<file path="config.mk">
export PLATFORM = sky130hd
export DESIGN_NAME = approx_mul_seq
export DESIGN_NICKNAME = d
export VERILOG_FILES = /design/src/rtl/approx_mul_pkg.sv /design/src/rtl/approx_pp_row.sv /design/src/rtl/approx_mul_seq.sv
export SDC_FILE = /design/constraint.sdc
export NUM_CORES = 1
export LEC_CHECK = 0
export ABC_AREA = 1
export BUFFER_PORTS_ARGS = -buffer_cell sky130_fd_sc_hd__buf_4
export CORE_MARGIN = 2
export CORE_UTILIZATION = 47
export CTS_CLUSTER_DIAMETER = 60
export CTS_CLUSTER_SIZE = 20
export DETAILED_ROUTE_END_ITERATION = 10
export PLACE_DENSITY = 0.73
export REMOVE_ABC_BUFFERS = 1
export SYNTH_ARGS = -nofsm -noshare
export SYNTH_HDL_FRONTEND = slang
export SYNTH_SLANG_ARGS = --single-unit
</file>
<file path="constraint.sdc">
create_clock -name clk -period 3.9 [get_ports clk]
set_input_delay 0.585 -clock clk [delete_from_list [all_inputs] [get_ports clk]]
set_output_delay 0.585 -clock clk [all_outputs]
set_load 0.03 [all_outputs]
</file>
<file path="src/rtl/approx_mul_pkg.sv">
// Shared types and constant helpers for the sequential approximate multiplier.
// APPROX_MUL_COMP_EN enables the rounding compensation seeded into the accumulator.
package approx_mul_pkg;

    typedef enum logic [1:0] {
        IDLE,
        BUSY,
        DONE
    } state_t;

    // Product is at most 32 bits wide (WIDTH <= 16), so helpers return 32-bit values.
    function automatic logic [31:0] trunc_mask(input int width, input int trunc);
        logic [31:0] m;
        m = '0;
        for (int i = 0; i < 32; i++) begin
            if ((i < 2 * width) && (i >= trunc)) begin
                m[i] = 1'b1;
            end
        end
        return m;
    endfunction

    function automatic logic [31:0] comp_init(input int trunc);
        logic en;
`ifdef APPROX_MUL_COMP_EN
        en = 1'b1;
`else
        en = 1'b0;
`endif
        return (en && (trunc > 0)) ? (32'd1 << (trunc - 1)) : 32'd0;
    endfunction

endpackage

</file>
<file path="src/rtl/approx_pp_row.sv">
// One shifted partial-product row with the truncated low columns forced to zero.
module approx_pp_row
    import approx_mul_pkg::*;
#(
    parameter int WIDTH = 8,
    parameter int TRUNC = 0
) (
    input  logic [WIDTH-1:0]         a,
    input  logic [$clog2(WIDTH)-1:0] cnt,
    input  logic                     b_bit,
    output logic [2*WIDTH-1:0]       row
);

    localparam logic [31:0]          MASK_FULL = trunc_mask(WIDTH, TRUNC);
    localparam logic [2*WIDTH-1:0]   MASK      = MASK_FULL[2*WIDTH-1:0];

    logic [2*WIDTH-1:0] shifted;

    always_comb begin
        shifted = {{WIDTH{1'b0}}, a} << cnt;
        row     = b_bit ? (shifted & MASK) : '0;
    end

endmodule

</file>
<file path="src/rtl/approx_mul_seq.sv">
// Radix-2 shift-add approximate multiplier behind a valid/ready stream interface.
// Define APPROX_MUL_COMP_EN to seed the accumulator with 2^(TRUNC-1) when TRUNC > 0.
module approx_mul_seq
    import approx_mul_pkg::*;
#(
    parameter int WIDTH = 8,
    parameter int TRUNC = 0
) (
    input  logic               clk,
    input  logic               rst,
    input  logic               in_valid,
    output logic               in_ready,
    input  logic [WIDTH-1:0]   in_a,
    input  logic [WIDTH-1:0]   in_b,
    output logic               out_valid,
    input  logic               out_ready,
    output logic [2*WIDTH-1:0] out_p
);

    // Handshake: a transfer happens on a rising edge where valid && ready are both high;
    // the producer holds data stable while valid is high and ready is low.

    localparam int                CW        = $clog2(WIDTH);
    localparam int                PW        = 2 * WIDTH;
    localparam logic [CW-1:0]     CNT_LAST  = CW'(WIDTH - 1);
    localparam logic [31:0]       INIT_FULL = comp_init(TRUNC);
    localparam logic [PW-1:0]     ACC_INIT  = INIT_FULL[PW-1:0];

    state_t            state_q, state_d;
    logic [WIDTH-1:0]  a_q, b_q;
    logic [PW-1:0]     acc_q;
    logic [PW-1:0]     row;
    logic [CW-1:0]     cnt_q;
    logic              accept;

    approx_pp_row #(
        .WIDTH (WIDTH),
        .TRUNC (TRUNC)
    ) u_row (
        .a     (a_q),
        .cnt   (cnt_q),
        .b_bit (b_q[cnt_q]),
        .row   (row)
    );

    always_comb begin
        state_d   = state_q;
        in_ready  = 1'b0;
        out_valid = 1'b0;
        accept    = 1'b0;
        case (state_q)
            IDLE: in_ready = 1'b1;
            BUSY: if (cnt_q == CNT_LAST) state_d = DONE;
            DONE: begin
                out_valid = 1'b1;
                in_ready  = out_ready;
                if (out_ready) state_d = IDLE;
            end
            default: state_d = IDLE;
        endcase
        accept = in_valid && in_ready;
        // A new operand pair accepted while leaving DONE goes straight to BUSY.
        if (accept) state_d = BUSY;
    end

    always_ff @(posedge clk) begin
        if (rst) begin
            state_q <= IDLE;
            a_q     <= '0;
            b_q     <= '0;
            acc_q   <= '0;
            cnt_q   <= '0;
        end else begin
            state_q <= state_d;
            if (accept) begin
                a_q   <= in_a;
                b_q   <= in_b;
                acc_q <= ACC_INIT;
                cnt_q <= '0;
            end else if (state_q == BUSY) begin
                acc_q <= acc_q + row;
                cnt_q <= (cnt_q == CNT_LAST) ? '0 : cnt_q + 1'b1;
            end
        end
    end

    assign out_p = acc_q;

endmodule

</file>
Word level (Yosys, flattened, before mapping). Cells that the tools add are included.

Bitwise gates (word level): 1. Equal/unequal tests: 8. Shifts and indexed selects: 1. Order comparisons: 1. Muxes and demuxes: 10. Add/sub/neg operators: 2. Reductions and logical operators: 5.

Operators with widths (number): adder 16 bit (1); two-way mux 16 bit (1); << shifter 8 x 3 -> 16 bit (1); case mux 2 bit (3 select lines) (1); AND reduction 3 bit (2); less-than comparator 3 x 4 -> 1 bit (second input constant) (1); two-way mux 2 bit (2); inequality test 2 bit (second input constant) (2); adder 3 x 1 -> 3 bit (second input constant) (1); binary-select mux 1 bit (select 3 bit) (1); == test 3 bit (second input constant) (1); two-way mux 1 bit (3); two-way mux 3 bit (1); inequality test 3 x 2 -> 1 bit (second input constant) (1); inequality test 3 bit (second input constant) (1); == test 2 x 1 -> 1 bit (second input constant) (1); == test 2 bit (second input constant) (1); zero test 2 bit (1); inequality test 2 x 1 -> 1 bit (second input constant) (1); case mux 1 bit (2 select lines) (1); OR reduction 2 bit (1); logical AND 1 bit (1); NOT 1 bit (1).

Flip-flop bits (word level): 37. Bits of input ports: 20. Logic and storage cells: 34.

Depth between registers and ports, before layout. Gate-level depths: netlist of the first run.

Word-level depth: 5. Depth in mapped cells: 19.

By module. From an unflattened synthesis of the first run, not the netlist that was laid out.

Cell total of the unflattened synthesis: 456. Area, all modules: 2866.5 um2.

Modules (own cells, without submodules): approx_mul_seq (instances 1, cells an instance 377, seq. area each 740.7 um2, area each 2439.8 um2); approx_pp_row (instances 1, cells an instance 79, seq. area each 0.0 um2, area each 426.7 um2).

Least setup slack after synthesis of the first run. OpenSTA, ideal clock, no wires.

Path kind: reg2reg. From: register cnt_q[0]. To: register acc_q[8] (netlist: out_p[8]). Slack: 1.682 ns. Arrival: 2.102 ns. Stages on the path, launching flop included: 16. Required time: 3.785 ns. Clock period less this slack: 2.218 ns. Library setup time: 0.115 ns. Cell sequence: dfxtp_1 buf_4 a21oi_1 o21ai_0 nand2_1 nand2_2 nor3_1 ha_1 fa_1 nand3_1 nand3_1 nand2_1 nand2_1 xor2_1 o21ai_0 inv_1.

Cells in the longest elaborated chain, start to end: 4. Elaborated cells on any way between the ends: 5. Those cells by class: 1 x add/sub; 1 x shift; 3 x mux.

RTL lines: start, declared (line approx_mul_seq.sv:33) `logic [CW-1:0] cnt_q;`; start signal, assigned (line approx_mul_seq.sv:82) `cnt_q <= (cnt_q == CNT_LAST) ? '0 : cnt_q + 1'b1;`; binary-select mux 1 bit (select 3 bit) (line approx_mul_seq.sv:42) `.b_bit (b_q[cnt_q]),`; two-way mux 1 bit (not written as such) (line approx_mul_seq.sv:42); two-way mux 16 bit * (line approx_pp_row.sv:21) `row = b_bit ? (shifted & MASK) : '0;`; adder 16 bit * (line approx_mul_seq.sv:81) `acc_q <= acc_q + row;`; end signal, assigned (line approx_mul_seq.sv:81); end, declared (line approx_mul_seq.sv:31) `logic [PW-1:0] acc_q;`.

Mark *: on every way between the ends. The rest lies on a longest branch, timed or not. The select of a mux whose other input is x is not followed. A chain may end at the register's enable or synchronous reset.

Final worst setup path of the first run. Ends and elaborated chain as after synthesis.

==> metrics.txt, run 1 <==
status complete, no violations; Arr. time, crit path 3130 ps; total overflow reported by the global router 0; Placeable Area 5570 sq um; detailed-route vias per instance 4.95; number of gates resized after CTS 0; source of the worst hold timing path b_q[5]$_SDFFE_PP0P_; final worst clock skew 6.76 ps; Mapped Cells 458; net switching fraction of the power 0.315; sequential power share 0.468; initial antenna violation count 0; die outline area 6460 sq um; routed wire length 6.34 mm; Clock Tree Buf Depth 2; Post-Synthesis Cell Area 2740 sq um; Hold Fails Final Rpt 0; Post-CTS Setup Bufs 0; Hold Crit Class flop to flop; Netlist cell types 25; total number of placement rows 27; Area contributors post-synth sky130_fd_sc_hd__dfxtp_1 27%, sky130_fd_sc_hd__nand2_1 18%, sky130_fd_sc_hd__inv_1 10%; routability cong. 0.917; internal power component 0.609 mW; footprint of the flip-flops and latches 741 sq um; die height 80.4 um; worst setup path category flop to flop; leakage dissipation 1.72 nW; area taken by multi-input logic gates 1610 sq um; area added between synthesis and finish 13.7%; area leader, netlist sky130_fd_sc_hd__dfxtp_1; Critical R2R Launch cnt_q[0]$_SDFFE_PP0P_; placement-stage cell area 3020 sq um; vias 2777; parity-gate share of the synthesized area counting xor and xnor cells 0.0192; Pwr Density 285 nW/um^2; Final #Nets 526; portion of total power attributed to combinational logic 0.202; utilization after layout 0.559; Worst setup EP type flop; cell at the root of the clock tree sky130_fd_sc_hd__clkbuf_8; count of pins over their slew limit 0; commonest cells after routing, fill and taps aside 128 x sky130_fd_sc_hd__nand2_1, 76 x sky130_fd_sc_hd__inv_1, 54 x sky130_fd_sc_hd__nor2_1; pin slew with the least headroom to its limit 629 ps; total clock buffers created by CTS 5; buffers added on ports 37; fraction of layout cells with a size suffix above 1 0.115; maximum fanout count along the critical path 22; clock share of power 0.330; Synth Warn # 0; worst-skew pair later-pin latency 300 ps; unrepaired setup endpoints after global routing false; Seq cells post-synth 37; worst vdd rail ir drop 0.175 mV; average size of a mapped cell 5.98 sq um; total track usage 0.215; tightest slew margin relative to the limit 0.580; largest net degree at the start of global routing 29; Sum Neg Setup Slack 0 ps; Pre-antenna DRT Iters 5; f_max 0.340 GHz; CP required 4090 ps; Hold Slack 463 ps; max-cap check violation count 0; average routed wire per standard cell 11.3 um; number of standard cells in the final layout excluding fillers 561; clock edge transition at the registers on the reported setup and hold paths 80 ps; dominant combinational cell family by area after synthesis simple AND/OR/NAND/NOR gates; total DRC errors in the routed layout 0; compound-cell area share of the yosys netlist 0.152; n_diodes 0; multiplexer fraction of the synthesized cell area 0; wire length of the first global-routing pass 11.0 mm; Initial Utilization 0.492; setup violation total in the final timing report 0; Top Ports 38; number of violations reported at the end of detailed-routing iteration 0 130; fillers 567; Psw 0.280 mW; Antenna Violating Nets Remaining 0; CTS H-tree depth 2; vias in the first global route 2533; leading cell type in the layout, fill and taps excluded sky130_fd_sc_hd__nand2_1; Yosys top cell area share 0.270; Die Width 80.4 um; half-perimeter wire length after detailed placement 4.93 mm; finished layout cell area 3120 sq um; clock tree from TritonCTS yes; count of hold buffers inserted by post-cts repair 0; Period minus WS final 2940 ps; final critical-path share of the clock period 0.753; area share of fa/ha/maj cells after synthesis 0.0849; share of synthesized area occupied by flip-flops and latches 0.270; Worst Setup SP cnt_q[0]$_SDFFE_PP0P_; basic-gate share of the synthesized area counting and, or, nand and nor cells 0.333; sink count of the clock tree 37; Cell Count Post-Placement 553; crit start category flop
==> critical path: stages, from the launching register on <==
cell and delay (ps):
sky130_fd_sc_hd__dfxtp_1 730, sky130_fd_sc_hd__inv_2 140, sky130_fd_sc_hd__o21ai_0 210, sky130_fd_sc_hd__nand2_1 100
sky130_fd_sc_hd__nand2_2 110, sky130_fd_sc_hd__nor3_1 60, sky130_fd_sc_hd__ha_1 240, sky130_fd_sc_hd__fa_1 430
sky130_fd_sc_hd__nand3_1 130, sky130_fd_sc_hd__nand3_1 150, sky130_fd_sc_hd__nand2_1 100, sky130_fd_sc_hd__nand2_1 70
sky130_fd_sc_hd__xor2_1 140, sky130_fd_sc_hd__o21ai_0 140, sky130_fd_sc_hd__inv_1 70
==> cells by family (layout without fill, tap and decap cells) <==
family                   count (synthesis)  in the layout
buffers and inverters                   93            124
AO/OA/AOI/OAI                           81             81
flip-flops                              37             37
AND/OR/NAND/NOR                        223            223
XOR/XNOR                                 6              6
adder cells (fa/ha/maj)                 18             18
==> metal layers <==
layer | share of wire | up-vias | global-route usage
met5 | 0 | - | 0
met4 | 0.021 | 0 | 0.0763
met3 | 0.051 | 15 | 0.0461
met2 | 0.45 | 69 | 0.369
met1 | 0.47 | 1209 | 0.263
li1 | - | 1484 | -
==> registers in the layout, summed over array words and instances (netlist names) <==
register  cells
a_q           8
b_q           8
cnt_q         3
out_p        16
state_q       2
==> per-stage QoR <==
step                power (mW)  worst slack, ps
floorplan                0.544             1430
global placement         0.601             1120
detailed placement       0.605             1030
CTS                      0.897              964
global route             0.940              620
finish                   0.888              961
==> power groups by stage <==
stage	Clock (mW)	Combinational, mW	Sequential [mW]
4_1_cts	0.299	0.181	0.416
3_3_place_gp	0	0.176	0.425
6_report	0.293	0.180	0.416
3_5_place_dp	0	0.180	0.425
2_1_floorplan	0	0.109	0.435
5_1_grt	0.315	0.206	0.420
==> final timing paths <==
path                                              end  slack (ps)  cells after the start
worst max-delay path            out_p[8]$_SDFFE_PP0P_         960                     14
worst min-delay path              b_q[5]$_SDFFE_PP0P_         460                      2
worst max register to register  out_p[8]$_SDFFE_PP0P_         960                     14
worst min register to register    b_q[5]$_SDFFE_PP0P_         460                      2
==> layout make-up <==
class	count	area share
flip-flops and latches	37	0.238
inverters	79	0.0952
multi-input cells	328	0.518
well taps	72	0.0289
clock buffers	6	0.0265
clock inverters	2	0.00442
repair buffers	37	0.0892
==> synth_stat cells <==
cell type	instances
sky130_fd_sc_hd__nand3_1	26
sky130_fd_sc_hd__fa_1	1
sky130_fd_sc_hd__buf_1	1
sky130_fd_sc_hd__nand2_2	4
sky130_fd_sc_hd__buf_8	1
sky130_fd_sc_hd__a21oi_1	40
sky130_fd_sc_hd__nor3_1	4
sky130_fd_sc_hd__o21ai_0	32
sky130_fd_sc_hd__nor2_1	54
sky130_fd_sc_hd__nor2_2	1
sky130_fd_sc_hd__buf_2	5
sky130_fd_sc_hd__or2_0	1
sky130_fd_sc_hd__xor2_1	6
sky130_fd_sc_hd__clkbuf_1	2
sky130_fd_sc_hd__ha_1	17
sky130_fd_sc_hd__nand2_4	2
sky130_fd_sc_hd__nand2_1	128
sky130_fd_sc_hd__buf_4	5
sky130_fd_sc_hd__and2_1	1
sky130_fd_sc_hd__nand4_1	2
sky130_fd_sc_hd__dfxtp_1	37
sky130_fd_sc_hd__inv_2	3
sky130_fd_sc_hd__a21oi_4	1
sky130_fd_sc_hd__inv_1	76
sky130_fd_sc_hd__o21ai_1	8
Power figures use the tool's default switching activity.
==> run 2, diff against run 1 <==
PLACE_DENSITY = 0.76   (was 0.73)
clock period = 2.36 ns   (was 3.9 ns; I/O delays follow)
==> run 2 against run 1 <==
The run now ends with negative setup slack left; core utilization rose by 13 points; combinational power increased by 130%; worst hold slack lost 200 ps; die area did not move; final cell count up 5.7%; first-iteration DRC count up 2.3%; critical endpoint is now out_p[13]$_SDFFE_PP0P_; largest power group unchanged.
==> metrics.txt, run 2 (synthesis results as in run 1) <==
routed wire length 7.63 mm; tightest slew margin relative to the limit 0.685; half-perimeter wire length after detailed placement 5.06 mm; maximum fanout count along the critical path 8; pin slew with the least headroom to its limit 472 ps; total clock buffers created by CTS 5; total number of placement rows 27; Pwr Density 441 nW/um^2; leading cell type in the layout, fill and taps excluded sky130_fd_sc_hd__nand2_1; CP required 2570 ps; Sum Neg Setup Slack -9.88 ps; detailed-route vias per instance 5.11; average routed wire per standard cell 12.9 um; setup violation total in the final timing report 1; Period minus WS final 2370 ps; Critical Path Max Stage Delay 380 ps; count of hold buffers inserted by post-cts repair 0; Final #Nets 558; Hold Crit Class input pin to flop; worst-skew pair later-pin latency 300 ps; total track usage 0.221; total DRC errors in the routed layout 0; Worst Setup Slack, final -9.88 ps; status complete, but fails checks; die height 80.4 um; Arr. time, crit path 2580 ps; Worst setup EP type flop; clock tree from TritonCTS yes; vias in the first global route 2615; f_max 0.422 GHz; Antenna Violating Nets Remaining 0; commonest cells after routing, fill and taps aside 103 x sky130_fd_sc_hd__nand2_1, 69 x sky130_fd_sc_hd__inv_1, 67 x sky130_fd_sc_hd__buf_4; leakage dissipation 1.94 nW; cell-by-cell trace of the critical path buf_12 -> nand2_1 -> o21ai_1 -> o21ai_2 -> nor2_1 -> o21ai_2 -> inv_2 -> ha_4 -> nand2_4 -> inv_1 -> nand2_1 -> nor2_1 -> nand2_1 -> nand3_1 -> nand3_1 -> nand2_1 -> inv_1; violated checks negative setup slack; Hold Fails Final Rpt 0; die outline area 6460 sq um; fraction of layout cells with a size suffix above 1 0.326; count of buffering cells on the critical path with inverters included 4; cell at the root of the clock tree sky130_fd_sc_hd__clkbuf_8; count of pins over their slew limit 0; vias 3029; clock edge transition at the registers on the reported setup and hold paths 80 ps; Pre-antenna DRT Iters 4; category of cells accounting for the largest share of critical-path delay simple AND/OR/NAND/NOR gates; buffers added on ports 37; max-cap check violation count 0; worst setup path category flop to flop; utilization after layout 0.684; crit start category flop; CTS H-tree depth 2; sink count of the clock tree 37; n_diodes 0; Top Ports 38; number of violations reported at the end of detailed-routing iteration 0 133; flip-flop count of the largest register, all copies and words added 16; worst vdd rail ir drop 0.289 mV; area added between synthesis and finish 39.1%; finished layout cell area 3810 sq um; routability cong. 0.911; Placeable Area 5570 sq um; total overflow reported by the global router 0; initial antenna violation count 0; largest net degree at the start of global routing 29; Clock Tree Buf Depth 2; Die Width 80.4 um; final worst clock skew 11.0 ps; cell repeated most along the worst path sky130_fd_sc_hd__nand2_1; critical path's slowest cell sky130_fd_sc_hd__dfxtp_4; final critical-path share of the clock period 1.00; Initial Utilization 0.492; wire length of the first global-routing pass 11.3 mm; unrepaired setup endpoints after global routing true; DP Worst Slack -116 ps; placement-stage cell area 3230 sq um; fillers 450
[run 2: changes by cell type in the layout (fill, tap and decap cells not counted), moves of 8 or more]
cell,delta
sky130_fd_sc_hd__nand2_2,+19
sky130_fd_sc_hd__ha_4,+11
sky130_fd_sc_hd__ha_1,-11
sky130_fd_sc_hd__o21ai_2,+11
sky130_fd_sc_hd__buf_4,+30
sky130_fd_sc_hd__nand2_1,-25
sky130_fd_sc_hd__o21ai_0,-15
sky130_fd_sc_hd__nor2_1,-8
[run 2: worst paths after layout]
check / from / slack (ps) / endpoint / cells after the start
setup / recovery: cnt_q[0]$_SDFFE_PP0P_ / -10 / out_p[13]$_SDFFE_PP0P_ / 17
hold / removal: rst / 260 / b_q[4]$_SDFFE_PP0P_ / 2
setup reg to reg: cnt_q[0]$_SDFFE_PP0P_ / -10 / out_p[13]$_SDFFE_PP0P_ / 17
hold reg to reg: b_q[1]$_SDFFE_PP0P_ / 470 / b_q[1]$_SDFFE_PP0P_ / 2
[run 2: worst register-to-register path: stages (launching register included)]
cell and delay, ps:
sky130_fd_sc_hd__dfxtp_4 380, sky130_fd_sc_hd__buf_12 140, sky130_fd_sc_hd__nand2_1 50, sky130_fd_sc_hd__o21ai_1 90, sky130_fd_sc_hd__o21ai_2 180, sky130_fd_sc_hd__nor2_1 80, sky130_fd_sc_hd__o21ai_2 180, sky130_fd_sc_hd__inv_2 70
sky130_fd_sc_hd__ha_4 310, sky130_fd_sc_hd__nand2_4 60, sky130_fd_sc_hd__inv_1 100, sky130_fd_sc_hd__nand2_1 120, sky130_fd_sc_hd__nor2_1 140, sky130_fd_sc_hd__nand2_1 90, sky130_fd_sc_hd__nand3_1 90, sky130_fd_sc_hd__nand3_1 70
sky130_fd_sc_hd__nand2_1 90, sky130_fd_sc_hd__inv_1 40
[run 2: cell type report]
cell class              instances  area, sq um  area share
inverters                      79          299      0.0784
clock inverters                 3         46.3      0.0121
well taps                      72         90.1      0.0236
flip-flops and latches         37          746       0.196
multi-input cells             328         2010       0.528
clock buffers                   5         68.8      0.0181
repair buffers                 69          548       0.144
[run 2: report_power, final]
part	internal (mW)	total, mW	switching [mW]
sequential	0.659	0.691	0.0314
clock	0.316	0.577	0.260
combinational	0.180	0.414	0.235
total	1.16	1.68	0.526
[run 2: per-stage QoR]
stage	power [mW]	instances	hold WS, ps
3_5_place_dp	1.04	579	454
2_1_floorplan	0.899	444	423
6_report	1.68	593	264
5_1_grt	1.77	593	270
4_1_cts	1.62	587	256
3_3_place_gp	1.03	579	447
[run 2: what timing repair did]
action	4_1_cts	5_1_grt
endpoints found under the setup margin	11	13
gates resized for setup	12	100
pin swaps	1	35
setup buffers	0	5
gates cloned	0	1
[run 2: metal layers]
metal  track usage  up-vias  wire length [um]
met2         0.388       76              3800
met4        0.0797        0               306
met5             0        -                 0
met1         0.272     1375              3210
met3        0.0348       25               303
li1              -     1553                 -
